### src/rtl/exc_arbiter.sv
// exc_arbiter: prioritised exception/interrupt arbiter with EPC capture and flush/handler/ERET sequencing
module exc_arbiter #(
  parameter int NUM_SRC   = 4,
  parameter int NUM_IRQ   = 6,
  parameter int ADDR_W    = 32,
  parameter int FLUSH_CYC = 2,
  parameter int IRQ_SYNC  = 2
) (
  input  logic                      clk,
  input  logic                      rst_n,
  input  logic [NUM_SRC-1:0]        src_req,
  input  logic [NUM_SRC*5-1:0]      src_code,
  input  logic [NUM_SRC*ADDR_W-1:0] src_pc,
  input  logic [NUM_SRC-1:0]        src_bd,
  input  logic [ADDR_W-1:0]         int_pc,
  input  logic                      int_bd,
  input  logic [NUM_IRQ-1:0]        irq_in,
  input  logic [NUM_IRQ-1:0]        irq_mask,
  input  logic                      ie,
  input  logic                      eret,
  output logic                      exc_take,
  output logic [4:0]                exc_code,
  output logic [ADDR_W-1:0]         epc,
  output logic                      bd,
  output logic                      exl,
  output logic [NUM_IRQ-1:0]        ip,
  output logic                      busy
);
  typedef enum logic [1:0] {IDLE, FLUSH, HANDLER} state_t;
  localparam logic [3:0] CNT_INIT = 4'(FLUSH_CYC - 1);
  state_t              r_state, w_next;
  logic [3:0]          r_cnt;
  logic                w_hit, w_irq, w_take, w_load_epc, w_bd;
  logic [4:0]          w_code;
  logic [ADDR_W-1:0]   w_pc, w_pc_adj, w_epc;
  generate
    if (IRQ_SYNC == 0) begin : g_nosync
      assign ip = irq_in;
    end else begin : g_sync
      logic [NUM_IRQ-1:0] r_sync [IRQ_SYNC];
      // synchronise the asynchronous interrupt lines through a flop chain
      always_ff @(posedge clk or negedge rst_n)
        if (!rst_n) begin
          for (int k = 0; k < IRQ_SYNC; k++) r_sync[k] <= '0;
        end else begin
          r_sync[0] <= irq_in;
          for (int k = 1; k < IRQ_SYNC; k++) r_sync[k] <= r_sync[k-1];
        end
      assign ip = r_sync[IRQ_SYNC-1];
    end
  endgenerate
  // pick the winner: interrupt (IDLE only) beats the lowest-index request
  always_comb begin
    w_hit  = 1'b0;
    w_code = '0;
    w_pc   = int_pc;
    w_bd   = int_bd;
    for (int k = NUM_SRC - 1; k >= 0; k--)
      if (src_req[k]) begin
        w_hit  = 1'b1;
        w_code = src_code[5*k +: 5];
        w_pc   = src_pc[ADDR_W*k +: ADDR_W];
        w_bd   = src_bd[k];
      end
    w_irq = (r_state == IDLE) & ie & ~exl & |(ip & irq_mask);
    if (w_irq) begin
      w_code = '0;
      w_pc   = int_pc;
      w_bd   = int_bd;
    end
  end
  // a delay-slot instruction is charged to its branch, and EPC is always word aligned
  assign w_pc_adj = w_bd ? w_pc - ADDR_W'(4) : w_pc;
  assign w_epc    = {w_pc_adj[ADDR_W-1:2], 2'b00};
  // next-state and take decision
  always_comb begin
    w_next     = r_state;
    w_take     = 1'b0;
    w_load_epc = 1'b0;
    case (r_state)
      IDLE:    if (w_irq | w_hit) begin
                 w_next     = FLUSH;
                 w_take     = 1'b1;
                 w_load_epc = 1'b1;
               end
      FLUSH:   w_next = (r_cnt == '0) ? HANDLER : FLUSH;
      HANDLER: if (w_hit) begin
                 w_next = FLUSH;
                 w_take = 1'b1;
               end else if (eret) w_next = IDLE;
      default: w_next = IDLE;
    endcase
  end
  // state register
  always_ff @(posedge clk or negedge rst_n)
    if (!rst_n) r_state <= IDLE;
    else        r_state <= w_next;
  // captured Cause/EPC/SR fields and flush counter
  always_ff @(posedge clk or negedge rst_n)
    if (!rst_n) begin
      exc_take <= 1'b0;
      exc_code <= '0;
      epc      <= '0;
      bd       <= 1'b0;
      exl      <= 1'b0;
      r_cnt    <= '0;
    end else begin
      exc_take <= w_take;
      if (w_take) exc_code <= w_code;
      if (w_load_epc) begin
        epc <= w_epc;
        bd  <= w_bd;
      end
      exl   <= w_take ? 1'b1 : (r_state == HANDLER && w_next == IDLE) ? 1'b0 : exl;
      r_cnt <= w_take ? CNT_INIT : (r_state == FLUSH && r_cnt != '0) ? r_cnt - 4'd1 : r_cnt;
    end
  assign busy = (r_state != IDLE);
endmodule

### config.mk
export PLATFORM = sky130hd
export DESIGN_NAME = exc_arbiter
export DESIGN_NICKNAME = d
export VERILOG_FILES = /design/src/rtl/exc_arbiter.sv
export SDC_FILE = /design/constraint.sdc
export NUM_CORES = 1
export LEC_CHECK = 0
export BUFFER_PORTS_ARGS = -buffer_cell sky130_fd_sc_hd__buf_2
export CORE_MARGIN = 4
export CORE_UTILIZATION = 41
export CTS_CLUSTER_SIZE = 16
export DETAILED_ROUTE_END_ITERATION = 10
export PLACE_DENSITY = 0.89
export SLEW_MARGIN = 20
export SYNTH_ARGS = -nofsm -noshare
export SYNTH_HDL_FRONTEND = slang
export SYNTH_SLANG_ARGS = --single-unit
### constraint.sdc
create_clock -name clk -period 3.1 [get_ports clk]
set_input_delay 0.155 -clock clk [delete_from_list [all_inputs] [get_ports clk]]
set_output_delay 0.155 -clock clk [all_outputs]
set_load 0.01 [all_outputs]
# Word level (Yosys, flattened, before mapping)
# Cells that the tools add are included.
# op_classes
n_mux,33
bitwise_logic,6
n_eq_ne,2
n_reduce_logical,10
addsub,2
# ops
operator,count
$mux 32,6
$sub 32x3->32 const B,1
$mux 5,5
$mux 1,14
$mux 2,4
$mux 4,2
$and 6x6->6,1
$pmux 2 s3,1
$reduce_bool 2->1,3
$reduce_or 6->1,1
$logic_not 2->1,2
$logic_not 4->1,1
$reduce_bool 4->1,1
$sub 4x1->4 const B,1
$and 1x1->1,3
$eq 2x1->1 const B,1
$eq 2x2->1 const B,1
$logic_and 1x1->1,2
$pmux 1 s2,1
$not 1->1,1
$or 1x1->1,1
# totals
elab_cells,62
output_inout_bits,47
input_bits,205
reg_bits,56

# Longest topological paths before layout
# Gate-level depths: netlist of run 1.
# logic_depth
word_depth,11
depth_mapped,15
mapped_depth_nobuf,12

# Worst setup path before layout of run 1
# No wires, ideal clock.
# synth_timing
kind,reg2reg
start,"register g_sync.r_sync, in the netlist ip[2]"
end,register epc[18]
period_less_slack_ns,3.379
t_required_ns,2.975
path_stages_with_launch,14
t_arrival_ns,3.254
path_buffers,2
setup_slack_ns,-0.279
setup_time_ns,0.125
path_cell_list,dfrtp_1 a22o_1 o31a_1 clkbuf_1 clkbuf_1 o32ai_1 ha_1 nand2_1 nor3_1 a32oi_1 a211oi_2 o221ai_2 xnor2_1 mux2_2
# synth_via
elab_chain_cells,6
# synth_lines
element,line_no,source
"start, declared",40,logic [NUM_IRQ-1:0] r_sync [IRQ_SYNC];
$and 6x6->6 *,65,w_irq = (r_state == IDLE) & ie & ~exl & |(ip & irq_mask);
$reduce_or 6->1 *,65,
$and 1x1->1 *,65,
$mux 32 / $or 1x1->1 (equally long branches),"66, 81",
$sub 32x3->32 / $mux 1 (equally long branches),"73, 81",
$mux 32 / $mux 1 (equally long branches),"73, 80",
"end signal, assigned",111,epc <= w_epc;
"end, declared",23,"output logic [ADDR_W-1:0] epc,"
# Mark *: on every way between the ends. The rest lies on a longest branch, timed or not.
# A chain may end at the register's enable or synchronous reset.

# Worst setup path after layout of run 1
# layout_timing
start,"register g_sync.r_sync, in the netlist ip[1]"
end,register epc[23]
# Same word-level chain as after synthesis.

==> out/qor.csv, run 1 <==
metric;value;unit
synth_compound_area_frac;0.3034;
drive_gt1_frac;0.3797;
yosys_warnings;0;
yosys-mux-area-fraction;0.02616;
critPathCaptureType;flop;
rsz0062_at_grt;no;
path_clk_slew;120;ps
grt_max_degree;43;
power_leakage;2.928;nW
syn_area;4496;sq um
antenna_found_initial;0;
area_growth;35.54;%
fin_skew;15.01;ps
wl_per_cell;18.03;um
hold_class;in2reg;
rows;37;
synth_cell_types;70;
critPathLaunchType;flop;
cts.sinks;56;
critPathKind;reg2reg;
synth-adder-area-share;0.008350;
synth_common_cells;nand2_1 (68), dfrtp_1 (56), nor2_1 (46), a21oi_1 (44), o21ai_0 (35);
ys_ff_latch;56;
pwr_density_cell;507.0;nW/um^2
gr-total-overflow;0;
start_util;0.4278;
cts_tree;done;
synth_top_family_by_area;compound AO/OA/AOI/OAI gates;
yosys_most_used_dff;dfrtp_1;
io_buffers;239;
timing.hold.ws;142.3;ps
gp_routability_congestion;0.9685;
die_w;112.7;um
setup_viol;0;
postRouteAntennaNets;0;
grt_pass1_wl;25800;um
viasPerCell;5.749;
clk_latency;330;ps
dp_hpwl;13730;um
critical_path.top_delay_family;compound AO/OA/AOI/OAI gates;
path_max_fanout;40;
path_cells;a22o_1 > o31a_1 > buf_4 > a211oi_2 > a31oi_1 > nor3_4 > nand3b_2 > o31ai_1 > o211ai_1;
clk_path_buf_depth;2;
fin_crit_sh;0.9384;
cts_buffers;5;
yosys.area_share.simple;0.2246;
setup_tns;0;ps
grt_usage;0.2523;
status;completed;
drt-total-wl;16840;um
synth.largest_area_cell;dfrtp_1;
synthCells;562;
yosysMostFrequentCell;nand2_1;
fin_area;6093;sq um
cp_slowest_stage_delay;410;ps
crit_required;3290;ps
n_antenna_cell;0;
place_area;5904;sq um
synth_edf_count;0;
tightest_slew;828.2;ps
coreArea;10510;sq um
hold_viol_final;0;
arrival;3100;ps
first_global_vias;5126;
synth_xor_area_frac;0.05455;
critPathBufInv;1;
drt_first_pass_iters;6;
async_flop_share;1.000;
max-vdd-ir-drop;312.5;uV
synth_top_area_frac;0.3117;
htree_levels;2;
slew_headroom;0.4479;
syn_area_per_cell;7.999;sq um
synth.area.top_cells;dfrtp_1 (31%), nand2_1 (5.7%), a21oi_1 (4.9%), xnor2_1 (4.1%), o21ai_0 (3.9%);
finish.utilization;0.5798;
min_period;2909;ps
fmax;0.3437;GHz
vias;5370;
drv_cap;0;
die_height;112.7;um
die_area;12700;sq um
clockRootBuffer;clkbuf_8;
maxSlewViolCount;0;
slowest_stage;dfrtp_1;
floorplan.io_pins;252;
yosysSeqAreaShare;0.3117;
nets;1005;
drcViolationCount;0;
drt_iter0_drc;451;
## layout make-up
type	instances	area, sq um
Clock buffer	5	68.82
Clock inverter	3	28.78
Fill cell	993	4415
Inverter	20	75.07
Multi-Input combinational cell	438	2845
Sequential cell	56	1401
Tap cell	136	170.2
Timing Repair Buffer	276	1504
## worst paths after layout
path / cells past startpoint / from / slack [ps] / to
min: 4 / eret / 140 / r_state[1]
max: 9 / ip[1] / 190 / epc[23]
max reg2reg: 9 / ip[1] / 190 / epc[23]
min in group asynchronous: 2 / rst_n / 470 / ip[1]
min reg2reg: 0 / g_sync.r_sync[9] / 360 / ip[3]
max in group asynchronous: 3 / rst_n / 1860 / exl
## per-layer routing
metal | track usage | routed length [um]
met5 | 0 | 0
met4 | 0.08093 | 474
met3 | 0.05080 | 1594
met2 | 0.4127 | 7897
met1 | 0.3353 | 6872
## power by group
| part | switching [mW] | internal, mW |
|---|---|---|
| registers | 0.155 | 1.01 |
| logic | 0.848 | 0.631 |
| clock network | 0.276 | 0.172 |
| total | 1.28 | 1.81 |
## placed cells by master, fill, tap and decap left out, types with 8 or more instances in the layout
| master | count |
|---|---|
| dfrtp_1 | 56 |
| nand2_1 | 68 |
| o21ai_0 | 34 |
| a221oi_1 | 14 |
| xnor2_1 | 21 |
| nand3b_1 | 9 |
| a21oi_1 | 44 |
| buf_2 | 239 |
| nand2b_1 | 9 |
| o22ai_1 | 9 |
| inv_1 | 20 |
| a22oi_1 | 17 |
| buf_4 | 29 |
| o31ai_1 | 8 |
| nand3_1 | 9 |
| nor2_1 | 46 |
## worst register-to-register path, delay by kind of cell (launching register included)
kind                   cells  cell delay (ps)
AO/OA/AOI/OAI              6             1530
AND/OR/NAND/NOR            2              550
flip-flops                 1              410
buffers and inverters      1              290
## sequential cells by signal (all words and copies together), names as in the netlist
name / count
epc: 30
g_sync.r_sync: 6
ip: 6
exc_code: 5
r_cnt: 4
r_state: 2
bd: 1
exc_take: 1
exl: 1
## repair_timing
action / CTS / global route
setup buffers: 0 / 1
gates resized for setup: 0 / 3
setup endpoints to repair: 0 / 7
hold endpoints to repair: 43 / 0
hold buffers: 7 / 0
## metrics by stage
stage               instances  total power, mW  worst slack, ps
floorplan                 563            2.027           -32.16
global placement          918            2.593            284.3
detailed placement        918            2.652            158.2
CTS                       933            3.099            138.6
global route              934            3.340            3.500
finish                    934            3.089            190.9
## kinds of logic after synthesis
family                   Yosys count
AO/OA/AOI/OAI                    197
AND/OR/NAND/NOR                  197
buffers and inverters             69
flip-flops                        56
XOR/XNOR                          28
multiplexers                      11
adder cells (fa/ha/maj)            3
other                              1
Note: power is estimated with default switching activity, not from simulation.
==> inputs of run 2 (changes only) <==
CORE_UTILIZATION = 42   (was 41)
CTS_BUF_LIST = sky130_fd_sc_hd__clkbuf_8   (was unset)
PLACE_DENSITY = 0.91   (was 0.89)
==> run 2 against run 1 <==
Largest cell class unchanged. Non-clock buffer count is 5 higher. Highest routed layer unchanged. Wire length shrank 0.19%. Clock skew decreased by 5.5 ps.
==> out/qor.csv, run 2 (synthesis results as in run 1) <==
metric;value;unit
status;completed;
drt_first_pass_iters;5;
cts_buffers;5;
cts_tree;done;
setup_viol;0;
dp_cells;921;
final_common_cell;buf_2;
grt_pass1_wl;25850;um
die_w;111.5;um
rows;37;
htree_levels;2;
critPathLaunchType;flop;
pwr_density_cell;502.1;nW/um^2
regToRegSetupSlack;170;ps
crit_required;3340;ps
place_ws;46.29;ps
pwr-share-comb;0.489;
slowest_stage;dfrtp_1;
r2r-start;r_state[1];
p_switching;1.259;mW
grt_usage;0.2558;
swShare;0.4100;
worst_slack;168.8;ps
area_growth;36.07;%
grt_max_degree;36;
gr-total-overflow;0;
wl_per_cell;17.90;um
critPathKind;reg2reg;
path_max_fanout;8;
clk_latency;320;ps
antenna_found_initial;0;
min_period;2931;ps
power_leakage;2.941;nW
start_util;0.4335;
slew_headroom;0.5398;
path_cells;nor4b_4 > buf_4 > o31ai_4 > buf_4 > nor2_1 > a21o_1 > ha_2 > nand2_1 > nor3_2 > a32oi_2 > a211oi_4 > buf_6 > nand4_1 > xnor2_1 > o21ai_0;
regMostFlops;epc;
max-vdd-ir-drop;247.3;uV
fmax;0.3412;GHz
hold_viol_final;0;
tightest_slew;672.8;ps
hp-start;eret;
floorplan.io_pins;252;
largest_reg_flops;30;
place_area;5914;sq um
cp_slowest_stage_delay;440;ps
clockRootBuffer;clkbuf_8;
critPathCaptureType;flop;
dp_hpwl;13840;um
die_height;111.5;um
setup_tns;0;ps
power_frac_clock;0.133;
maxSlewViolCount;0;
drv_cap;0;
power;3.072;mW
nets;1010;
cts.sinks;56;
rsz0062_at_grt;yes;
postRouteAntennaNets;0;
stdcell_count;939;
drive_gt1_frac;0.3848;
viasPerCell;5.794;
crit_start;r_state[1];
io_buffers;239;
drt_iter0_drc;400;
clk_path_buf_depth;2;
arrival;3170;ps
fin_crit_sh;0.9456;
drcViolationCount;0;
hold_class;in2reg;
fin_area;6117;sq um
fin_skew;9.463;ps
internal_power;1.812;mW
gp_routability_congestion;0.9966;
drt-total-wl;16810;um
final_cell_mix;buf_2 (239), nand2_1 (68), dfrtp_1 (55);
pwr-share-seq;0.378;
cp_common_cell;buf_4;
n_antenna_cell;0;
path_clk_slew;110;ps
vias;5441;
first_global_vias;5184;
die_area;12420;sq um
coreArea;10370;sq um
[run 2: final cells by class]
cell class | count | area [sq um]
Fill cell | 965 | 4253
Sequential cell | 56 | 1403
Timing Repair Buffer | 281 | 1533
Clock inverter | 3 | 21.27
Multi-Input combinational cell | 438 | 2846
Inverter | 20 | 75.07
Clock buffer | 5 | 68.82
Tap cell | 136 | 170.2
[run 2: what timing repair did]
item / in CTS / in global routing
setup buffers: 0 / 3
gates resized for setup: 0 / 4
setup endpoints to repair: 0 / 10
hold buffers: 7 / 0
hold endpoints to repair: 31 / 0
[run 2: worst paths after layout]
kind | endpoint | cells past startpoint
min reg2reg | ip[2] | 0
max reg2reg | epc[28] | 15
max in group asynchronous | epc[9] | 3
min | r_state[1] | 4
min in group asynchronous | g_sync.r_sync[11] | 2
max | epc[28] | 15
[run 2: power groups by stage]
stage / Clock (mW) / Combinational [mW] / Sequential [mW]
6_report: 0.410 / 1.50 / 1.16
5_1_grt: 0.446 / 1.68 / 1.20
4_1_cts: 0.420 / 1.48 / 1.16
3_5_place_dp: 0 / 1.47 / 1.18
3_3_place_gp: 0 / 1.44 / 1.15
2_1_floorplan: 0 / 0.750 / 1.28
[run 2: layer usage]
metal / vias to the layer above / GRT usage / routed length [um]
li1: 2547 / - / -
met1: 2541 / 0.3227 / 6829
met2: 309 / 0.4258 / 7879
met3: 44 / 0.06848 / 1593
met4: 0 / 0.08516 / 505
met5: - / 0 / 0
[run 2: critical path: cells and delay by family (launching register included)]
| family | cells | cell delay [ps] |
|---|---|---|
| AOI/OAI and AO/OA | 5 | 770 |
| and+or+nand+nor | 5 | 770 |
| buffers and inverters | 3 | 490 |
| DFF | 1 | 440 |
| adders and majority gates | 1 | 220 |
| xor gates and xnor gates | 1 | 140 |
[run 2: through the flow]
| stage | utilization | hold WS (ps) |
|---|---|---|
| 5_1_grt | 0.5899 | 175.6 |
| 4_1_cts | 0.5858 | 141.0 |
| 6_report | 0.5899 | 152.0 |
| 3_5_place_dp | 0.5703 | 180.0 |
| 2_1_floorplan | - | -140.6 |
| 3_3_place_gp | 0.5703 | 174.8 |
==> inputs of run 3 (changes only) <==
CELL_PAD_IN_SITES_DETAIL_PLACEMENT = 1   (was unset)
CELL_PAD_IN_SITES_GLOBAL_PLACEMENT = 1   (was unset)
CORE_UTILIZATION = 32   (was 42)
PLACE_DENSITY = 0.95   (was 0.91)
clock period = 2.8 ns   (was 3.1 ns; I/O delays follow)
==> run 3 against run 2 <==
The flow now finishes with violations (negative setup slack). Maximum frequency shrank 5.2%. Flip-flop and latch count stayed put. Non-clock buffer count up 46. Count of clock-buffer cells in the layout did not move. Clock power up 17%. Worst setup slack lost 460 ps. Sequential share of layout area fell by 2.2 points. Final cell count increased by 9.7%. Register-to-register slack worse by 460 ps. Highest routed layer unchanged.
==> out/qor.csv, run 3 (synthesis results as in run 1) <==
metric;value;unit
status;complete, but fails checks;
violations;negative setup slack;
worst_slack;-290.9;ps
drv_cap;0;
cts.sinks;56;
die_height;126.5;um
regMostFlops;epc;
cp_slowest_stage_delay;400;ps
path_clk_slew;110;ps
gp_routability_congestion;0.9165;
pwr_density_cell;542.2;nW/um^2
min_period;3091;ps
wl_per_cell;23.37;um
tightest_slew;982.4;ps
path_cells;a22o_1 > o31a_1 > o32ai_2 > ha_2 > nand2_2 > nor3_4 > a32oi_2 > a211oi_4 > buf_6 > nand4_1 > xnor2_1 > o21ai_1;
antenna_found_initial;1;
htree_levels;2;
final_cell_mix;buf_2 (239), buf_4 (74), nand2_1 (66);
rsz0062_at_grt;yes;
finish.utilization;0.4887;
hold_viol_final;0;
critPathLaunchType;flop;
clk_latency;340;ps
critPathKind;reg2reg;
drt_iter0_drc;472;
io_buffers;239;
fin_skew;11.08;ps
setup_viol;21;
path_max_fanout;8;
dp_hpwl;17490;um
maxSlewViolCount;0;
critPathCaptureType;flop;
fin_crit_sh;1.104;
grt_pass1_wl;33710;um
grt_max_degree;61;
postRouteAntennaNets;0;
viasPerCell;5.786;
power_leakage;3.227;nW
drcViolationCount;0;
drive_gt1_frac;0.4429;
crit_required;3030;ps
coreArea;13830;sq um
slew_headroom;0.3451;
cts_buffers;5;
start_util;0.3251;
stdcell_count;1030;
drt_first_pass_iters;5;
cts_tree;done;
die_area;16010;sq um
clockRootBuffer;clkbuf_8;
arrival;3320;ps
vias;5960;
slowest_stage;dfrtp_1;
largest_reg_flops;30;
setup_tns;-3349;ps
max-vdd-ir-drop;316.1;uV
nets;1056;
final_common_cell;buf_2;
grt_usage;0.2657;
first_global_vias;6072;
clk_path_buf_depth;2;
hold_class;in2reg;
dp_cells;1002;
die_w;126.5;um
rows;43;
gr-total-overflow;0;
area_growth;50.32;%
fmax;0.3235;GHz
drt-total-wl;24070;um
floorplan.io_pins;252;
[run 3: stage by stage]
stage	setup WS, ps	hold slack [ps]	instance area [sq um]	power, mW
CTS	-19.73	116.4	6507	3.566
finish	-290.9	123.6	6758	3.664
floorplan	-332.2	-155.6	4567	2.247
global route	-428.7	157.0	6758	3.889
global placement	-14.65	247.3	6266	2.965
detailed placement	-130.0	250.0	6266	3.068
[run 3: final cells by class]
cell class                 instances  area [sq um]
timing repair buffer             327          1932
inverter                          20         75.07
clock buffer                       5         68.82
clock inverter                     3         21.27
sequential                        56          1401
multi-input combinational        438          3032
antenna                            1         2.502
fill                            1727          7069
tap                              180         225.2
[run 3: final timing paths]
check                                       start  slack [ps]               end  depth (start not counted)
worst max-delay path                        ip[1]        -290           epc[28]                         12
worst min-delay path                  src_code[3]         120       exc_code[3]                          3
worst max register to register              ip[1]        -290           epc[28]                         12
worst min register to register  g_sync.r_sync[11]         370             ip[5]                          0
max in group asynchronous                   rst_n        1530           epc[23]                          3
min in group asynchronous                   rst_n         490  g_sync.r_sync[7]                          2
[run 3: repair_timing]
action | 4_1_cts | 5_1_grt
buffers inserted | 3 | 8
hold endpoints to repair | 42 | 0
pin swaps | 13 | 12
hold buffers | 7 | 0
gates resized for setup | 13 | 33
setup endpoints to repair | 20 | 23
gates cloned | 0 | 1
[run 3: worst max-delay path: cells and delay by family (launching register included)]
| kind | cells | cell delay, ps |
|---|---|---|
| flops | 1 | 400 |
| xor+xnor | 1 | 230 |
| fa+ha+maj | 1 | 270 |
| simple gates | 3 | 400 |
| buf+inv | 1 | 180 |
| compound gates | 6 | 1480 |
[run 3: per-layer routing]
metal,share of wire,up-vias,global-route usage
li1,-,2646,-
met1,0.38,2881,0.3277
met2,0.49,346,0.4601
met3,0.080,87,0.04926
met4,0.045,0,0.1009
met5,0,-,0
[run 3: power by group]
part	total [mW]	leakage, nW	internal [mW]	switching, mW
sequential	1.30	0.676	1.12	0.183
combinational	1.89	2.51	0.784	1.10
clock	0.479	0.0445	0.179	0.300
